[config.mk]
export PLATFORM = sky130hd
export DESIGN_NAME = ones_pattern_gen
export DESIGN_NICKNAME = d
export VERILOG_FILES = /design/src/rtl/ones_pattern_gen.sv
export SDC_FILE = /design/constraint.sdc
export NUM_CORES = 1
export LEC_CHECK = 0
export BUFFER_PORTS_ARGS = -buffer_cell sky130_fd_sc_hd__clkbuf_2
export CAP_MARGIN = 10
export CORE_ASPECT_RATIO = 1.25
export CORE_MARGIN = 2
export CORE_UTILIZATION = 54
export CTS_CLUSTER_SIZE = 24
export DETAILED_ROUTE_END_ITERATION = 8
export PLACE_DENSITY = 0.76
export SYNTH_ARGS = -nofsm -noshare
export SYNTH_HDL_FRONTEND = slang
export SYNTH_SLANG_ARGS = --single-unit
[constraint.sdc]
create_clock -name clk -period 1.9 [get_ports clk]
set_input_delay 0.285 -clock clk [delete_from_list [all_inputs] [get_ports clk]]
set_output_delay 0.285 -clock clk [all_outputs]
set_load 0.02 [all_outputs]
[src/rtl/ones_pattern_gen.sv]
// rtl/ones_pattern_gen.sv - serial thermometer-code pattern generator (inverse of the ones-counter)
//
// Builds a DATA_WIDTH-bit word with exactly min(count_in, DATA_WIDTH) ones,
// right-justified, shifting in one bit per clock MSB-first. Each shifted bit
// is also presented on ser_out.
//
// Ports:
//   clk        rising-edge clock
//   reset      synchronous, active-high reset
//   start      request, sampled only while idle
//   count_in   requested number of ones, latched on an accepted start
//   busy       high while the pattern is being built
//   done       one-cycle pulse, data_out valid with it
//   data_out   last completed pattern, held until next completion or reset
//   ser_out    bit inserted on the current shift (holds when ser_valid=0)
//   ser_valid  high on cycles where ser_out is meaningful
//   sat_err    count_in exceeded DATA_WIDTH on the last accepted start

module ones_pattern_gen #(
    parameter int DATA_WIDTH  = 4,
    parameter int COUNT_WIDTH = 3
) (
    input  logic                   clk,
    input  logic                   reset,
    input  logic                   start,
    input  logic [COUNT_WIDTH-1:0] count_in,
    output logic                   busy,
    output logic                   done,
    output logic [DATA_WIDTH-1:0]  data_out,
    output logic                   ser_out,
    output logic                   ser_valid,
    output logic                   sat_err
);

    // Index must reach DATA_WIDTH without wrapping.
    localparam int IDX_W = $clog2(DATA_WIDTH + 1);
    localparam logic [IDX_W-1:0]       LAST_IDX = IDX_W'(DATA_WIDTH - 1);
    localparam logic [COUNT_WIDTH-1:0] N_MAX    = COUNT_WIDTH'(DATA_WIDTH);

    typedef enum logic [1:0] {
        ST_IDLE  = 2'd0,
        ST_BUILD = 2'd1,
        ST_DONE  = 2'd2
    } state_t;

    state_t                 state, state_d;
    logic [COUNT_WIDTH-1:0] n_q, n_d;
    logic [IDX_W-1:0]       idx_q, idx_d;
    logic [DATA_WIDTH-1:0]  shreg_q, shreg_d;
    logic [DATA_WIDTH-1:0]  data_d;
    logic                   busy_d, done_d, ser_out_d, ser_valid_d, sat_d;
    logic                   bit_in;
    logic                   over;

    always_comb begin
        state_d     = state;
        n_d         = n_q;
        idx_d       = idx_q;
        shreg_d     = shreg_q;
        data_d      = data_out;
        busy_d      = busy;
        done_d      = done;
        ser_out_d   = ser_out;
        ser_valid_d = ser_valid;
        sat_d       = sat_err;

        // Zeros come first: the bit is one once idx has passed DATA_WIDTH-n,
        // written as idx+n >= DATA_WIDTH to avoid an unsigned subtraction.
        bit_in = (int'(idx_q) + int'(n_q)) >= DATA_WIDTH;
        over   = int'(count_in) > DATA_WIDTH;

        case (state)
            ST_IDLE: begin
                if (start) begin
                    n_d     = over ? N_MAX : count_in;
                    sat_d   = over;
                    shreg_d = '0;
                    idx_d   = '0;
                    busy_d  = 1'b1;
                    state_d = ST_BUILD;
                end
            end
            ST_BUILD: begin
                shreg_d     = {shreg_q[DATA_WIDTH-2:0], bit_in};
                ser_out_d   = bit_in;
                ser_valid_d = 1'b1;
                idx_d       = idx_q + IDX_W'(1);
                if (idx_q == LAST_IDX) begin
                    data_d  = {shreg_q[DATA_WIDTH-2:0], bit_in};
                    busy_d  = 1'b0;
                    done_d  = 1'b1;
                    state_d = ST_DONE;
                end
            end
            ST_DONE: begin
                done_d      = 1'b0;
                ser_valid_d = 1'b0;
                state_d     = ST_IDLE;
            end
            default: begin
                state_d = ST_IDLE;
            end
        endcase
    end

    always_ff @(posedge clk) begin
        if (reset) begin
            state     <= ST_IDLE;
            n_q       <= '0;
            idx_q     <= '0;
            shreg_q   <= '0;
            data_out  <= '0;
            busy      <= 1'b0;
            done      <= 1'b0;
            ser_out   <= 1'b0;
            ser_valid <= 1'b0;
            sat_err   <= 1'b0;
        end else begin
            state     <= state_d;
            n_q       <= n_d;
            idx_q     <= idx_d;
            shreg_q   <= shreg_d;
            data_out  <= data_d;
            busy      <= busy_d;
            done      <= done_d;
            ser_out   <= ser_out_d;
            ser_valid <= ser_valid_d;
            sat_err   <= sat_d;
        end
    end

endmodule

* Yosys cells after proc, flatten, opt, wreduce, memory -nomap -nowiden *
Cells that the tools add are included.

operators by class
  add/sub/neg operators = 2
  reductions and logical operators = 9
  equal/unequal tests = 5
  muxes and demuxes = 14
  $lt $le $gt $ge = 2

operators by type and width
  operator                                                                             number
  3-bit one-hot mux with 2 select lines                                                2
  2-bit AND reduction                                                                  5
  3-bit 2-to-1 mux                                                                     3
  1-bit one-hot mux with 2 select lines                                                3
  3-bit by 3-bit adder with 4-bit output                                               1
  4-bit by 3-bit greater-or-equal comparator with 1-bit output, second input constant  1
  2-bit 2-to-1 mux                                                                     2
  2-bit inequality test, second input constant                                         2
  2-bit one-hot mux with 2 select lines                                                1
  2-bit nonzero test                                                                   2
  3-bit by 1-bit adder with 3-bit output, second input constant                        1
  3-bit by 2-bit == test with 1-bit output, second input constant                      1
  3-bit greater-than comparator, second input constant                                 1
  1-bit 2-to-1 mux                                                                     3
  3-bit AND reduction                                                                  1
  2-bit by 1-bit == test with 1-bit output, second input constant                      1
  2-bit == test, second input constant                                                 1
  2-bit logical NOT                                                                    1

storage, ports and cells
  output and inout bits = 9
  word-level logic and storage cells = 42
  bits of input ports = 6
  bits in registers = 20

* Logic depth before layout (Yosys ltp) *
  word-level depth = 3
  gate-level depth with buffers = 7
  mapped depth without buffers = 5

* Least setup slack after synthesis *
No wires, ideal clock.

  kind = reg-to-reg
  start point = register idx_q[2]
  end point = register shreg_q[0]
  setup slack = 425 ps
  cell stages (with the launch flop) = 5
  data required time = 1767 ps
  buffers on the path = 0
  arrival time = 1342 ps
  path through = dfxtp_1 > ha_1 > or4b_1 > o221ai_2 > o311ai_1

between the ends
  cells in the longest elaborated chain, start to end = 3

RTL lines
  element                                                       RTL line  text
  from (decl)                                                   48        logic [IDX_W-1:0] idx_q, idx_d;
  from (signal assigned)                                        121       idx_q <= idx_d;
  3-bit by 3-bit adder with 4-bit output                        69        bit_in = (int'(idx_q) + int'(n_q)) >= DATA_WIDTH;
  4-bit by 3-bit greater-or-equal comparator with 1-bit output  69
  3-bit one-hot mux with 2 select lines                         72        case (state)
  to (signal assigned)                                          122       shreg_q <= shreg_d;
  to (decl)                                                     49        logic [DATA_WIDTH-1:0] shreg_q, shreg_d;

No other way between the ends.
A chain may end at the register's enable or synchronous reset.

* Worst setup path in the final report *
  start point = register state[1]
  end point = register shreg_q[0]

between the ends
  cells in the longest elaborated chain, start to end = 3

RTL lines
  element                                                                        RTL line  text
  from (decl)                                                                    46        state_t state, state_d;
  from (signal assigned)                                                         119       state <= state_d;
  2-bit by 1-bit == test with 1-bit output or 2-bit logical NOT (tied branches)  72
  2-bit nonzero test (no source line) or 2-bit inequality test (tied branches)   -
  2-bit AND reduction (no source line)                                           -

Parallel ways exist; a longest one is shown, timed or not.

==> results.md <==
- Status: complete, no violations
- CP max FO: 7
- Pwr dens: 857 nW/µm²
- Post-synthesis cell area: 990 µm²
- Kind of end point of the critical path: flop
- Synth Warn #: 0
- DR vias: 857
- Syn Nets: 125
- Routed wl met3: 67 µm
- Cell variety after synth: 30
- Largest net degree at the start of global routing: 23
- Internal power: 0.000710 W
- DIE AREA: 2190 µm²
- Highest Signal Layer: met4
- H-tree depth: 1
- # IOs: 15
- Area leader, netlist: dfxtp_1
- Tmin final: 1610 ps
- Final Skew: 5.00 ps
- Row cnt: 17
- Starting Density: 56.7%
- Sw Pwr: 0.000249 W
- Synth top area cells: dfxtp_1, ha_1, a21oi_1
- HP Class: in -> reg
- Layout cell share with drive strength beyond 1: 20.2%
- Number of global-route vias before repair: 763
- M1 wire length: 886 µm
- Met2 WL: 1.04 mm
- Crit Path Class: reg -> reg
- Startpoint Class: flop
- Clock transition at path regs: 120 ps
- Vias per inst: 5.99
- Antenna Nets Post-Route: 0
- Worst-Skew Late Latency: 320 ps
- Final hold vios: 0
- Num CTS Buffers: 3
- FF+latch count, synth: 20
- Dpl hpwl: 1.40 mm
- Routed len/inst: 14.2 µm
- # resized after CTS: 0
- Ant diodes: 0
- Seq. cell area: 400 µm²
- Max Clk Rate: 0.622 GHz
- Syn_area_per_cell: 8.84 µm²
- Core region area: 1740 µm²
- Sw frac: 26.0%
- GR Overflow Total: 0
- GRT Total Usage: 19.7%
- Part of the cycle the worst path needs: 84.7%
- Die Wd: 42.3 µm
- Fillers: 152
- RePlAce Congestion: 0.774
- Global-route wire length before repair: 3.24 mm
- CP required: 2100 ps
- Area growth from synthesis to layout: 13.0%
- Die Height: 51.9 µm
- Leakage: 0.438 nW
- Sink Count: 20
- Area of the multi-input gates: 529 µm²
- VDD IR max: 0.730 mV
- Setup bufs post-CTS: 0
- TNS Setup: 0 ps
- Max transition margin: 62.4%
- Unrepaired setup endpoints after global routing: false
- DRC: 0
- Top cell type's share of synthesized area: 40.5%
- Clock buffer depth: 2
- Seq pwr share: 47.1%
- Root Buffer: clkbuf_4
- Starting DRT DRC Count: 11
- Final net count: 138
- Hold-fix buffers, CTS: 0
- Worst-margin pin slew: 559 ps
- Number of port buffers: 14
- Worst EP arrival: 1810 ps
- Clock Power Share: 37.5%
- Detailed Routing Iterations Pass 1: 4
- Final Setup Violations: 0
- Initial antenna violation count: 0
- Max-Cap Viols: 0
- Post-Syn Instances: 112
- Comb pwr share: 15.4%
- Final core utilization: 64.1%
- Final Max Tran Viols: 0
- Post-synthesis sequential area ratio: 40.5%
- Total Wirelength: 2.04 mm
- CTS tree: built
==> cell usage after synthesis, drive strengths merged <==
| library cell | count |
|---|---|
| nor2 | 5 |
| a311oi | 1 |
| nand3 | 4 |
| o221ai | 1 |
| dfxtp | 20 |
| inv | 4 |
| and3 | 2 |
| nor4 | 1 |
| a2bb2oi | 1 |
| buf | 6 |
| o311ai | 1 |
| o21ai | 2 |
| a2111oi | 1 |
| clkbuf | 2 |
| nor2b | 3 |
| xnor2 | 1 |
| nand2 | 16 |
| o2111ai | 1 |
| nand2b | 2 |
| nand4b | 2 |
| ha | 7 |
| or4b | 1 |
| a211oi | 4 |
| a32oi | 3 |
| mux2 | 3 |
| o211ai | 2 |
| nand3b | 1 |
| a21oi | 15 |
==> registers in the layout, summed over array words and instances, names as in the netlist <==
signal,flops
busy,1
data_out,4
done,1
idx_q,3
n_q,3
sat_err,1
ser_out,1
ser_valid,1
shreg_q,3
state,2
==> final timing paths <==
| path | start | to | slack, ps | cells after the start |
|---|---|---|---|---|
| worst min register to register | n_q[0] | n_q[0] | 460 | 2 |
| worst min-delay path | count_in[2] | n_q[2] | 230 | 3 |
| worst max register to register | state[1] | shreg_q[0] | 290 | 5 |
| worst max-delay path | state[1] | shreg_q[0] | 290 | 5 |
==> kinds of logic (layout without fill, tap and decap cells) <==
group | count (synthesis) | after routing | share of synthesized area [%]
AO/OA/AOI/OAI | 32 | 32 | 21.7
XOR/XNOR | 1 | 1 | 0.885
adder cells (fa/ha/maj) | 7 | 7 | 8.85
buffers and inverters | 12 | 24 | 6.07
flip-flops | 20 | 20 | 40.5
multiplexers | 3 | 3 | 3.41
AND/OR/NAND/NOR | 37 | 37 | 18.6
==> layer usage <==
| metal | vias up | global-route usage, % |
|---|---|---|
| met2 | 20 | 35.6 |
| li1 | 434 | - |
| met5 | - | 0 |
| met3 | 5 | 2.08 |
| met4 | 0 | 12.0 |
| met1 | 398 | 22.0 |
==> power by group through the flow <==
stage	Sequential (W)	Clock, W	Combinational (W)
after floorplan	0.000469	0	0.0000960
after global placement	0.000459	0	0.000142
after detailed placement	0.000461	0	0.000144
after CTS	0.000452	0.000354	0.000147
after global routing	0.000454	0.000366	0.000160
final	0.000452	0.000359	0.000147
==> cell type report <==
class                   count  share of cell area, %
well taps                  19                   2.13
repair buffers             16                   8.72
inverters                   4                   1.34
clock inverters             1                   2.68
multi-input cells          80                   47.3
clock buffers               3                   2.01
flip-flops and latches     20                   35.8
==> cells in the final DEF, fill, tap and decap left out, types with 2 or more instances in the layout <==
| cell | synthesis | final |
|---|---|---|
| dfxtp_1 | 20 | 20 |
| nand2_1 | 16 | 16 |
| a21oi_1 | 15 | 15 |
| clkbuf_2 | 0 | 14 |
| ha_1 | 7 | 7 |
| nor2_1 | 5 | 5 |
| nand3_1 | 4 | 4 |
| a211oi_1 | 4 | 4 |
| inv_1 | 3 | 3 |
| nor2b_1 | 3 | 3 |
| a32oi_1 | 3 | 3 |
| mux2_2 | 3 | 3 |
| clkbuf_4 | 0 | 3 |
| nand4b_1 | 2 | 2 |
| and3_1 | 2 | 2 |
| o21ai_0 | 2 | 2 |
| o211ai_1 | 2 | 2 |
| nand2b_1 | 2 | 2 |
==> metrics by stage <==
| step | total power (W) | instances | setup slack, ps | hold WS, ps | cell area [µm²] |
|---|---|---|---|---|---|
| after global routing | 0.000981 | 143 | 186 | 256 | 1120 |
| final | 0.000959 | 143 | 292 | 227 | 1120 |
| after CTS | 0.000953 | 143 | 287 | 241 | 1120 |
| after floorplan | 0.000565 | 112 | 425 | 375 | 990 |
| after global placement | 0.000602 | 139 | 353 | 442 | 1070 |
| after detailed placement | 0.000606 | 139 | 311 | 442 | 1070 |
==> critical path, stage by stage (launching register included) <==
cell	delay, ps
dfxtp_1	330
inv_1	100
ha_1	330
or4b_1	480
o221ai_2	140
o311ai_1	120
Note: power is estimated with default switching activity, not from simulation.
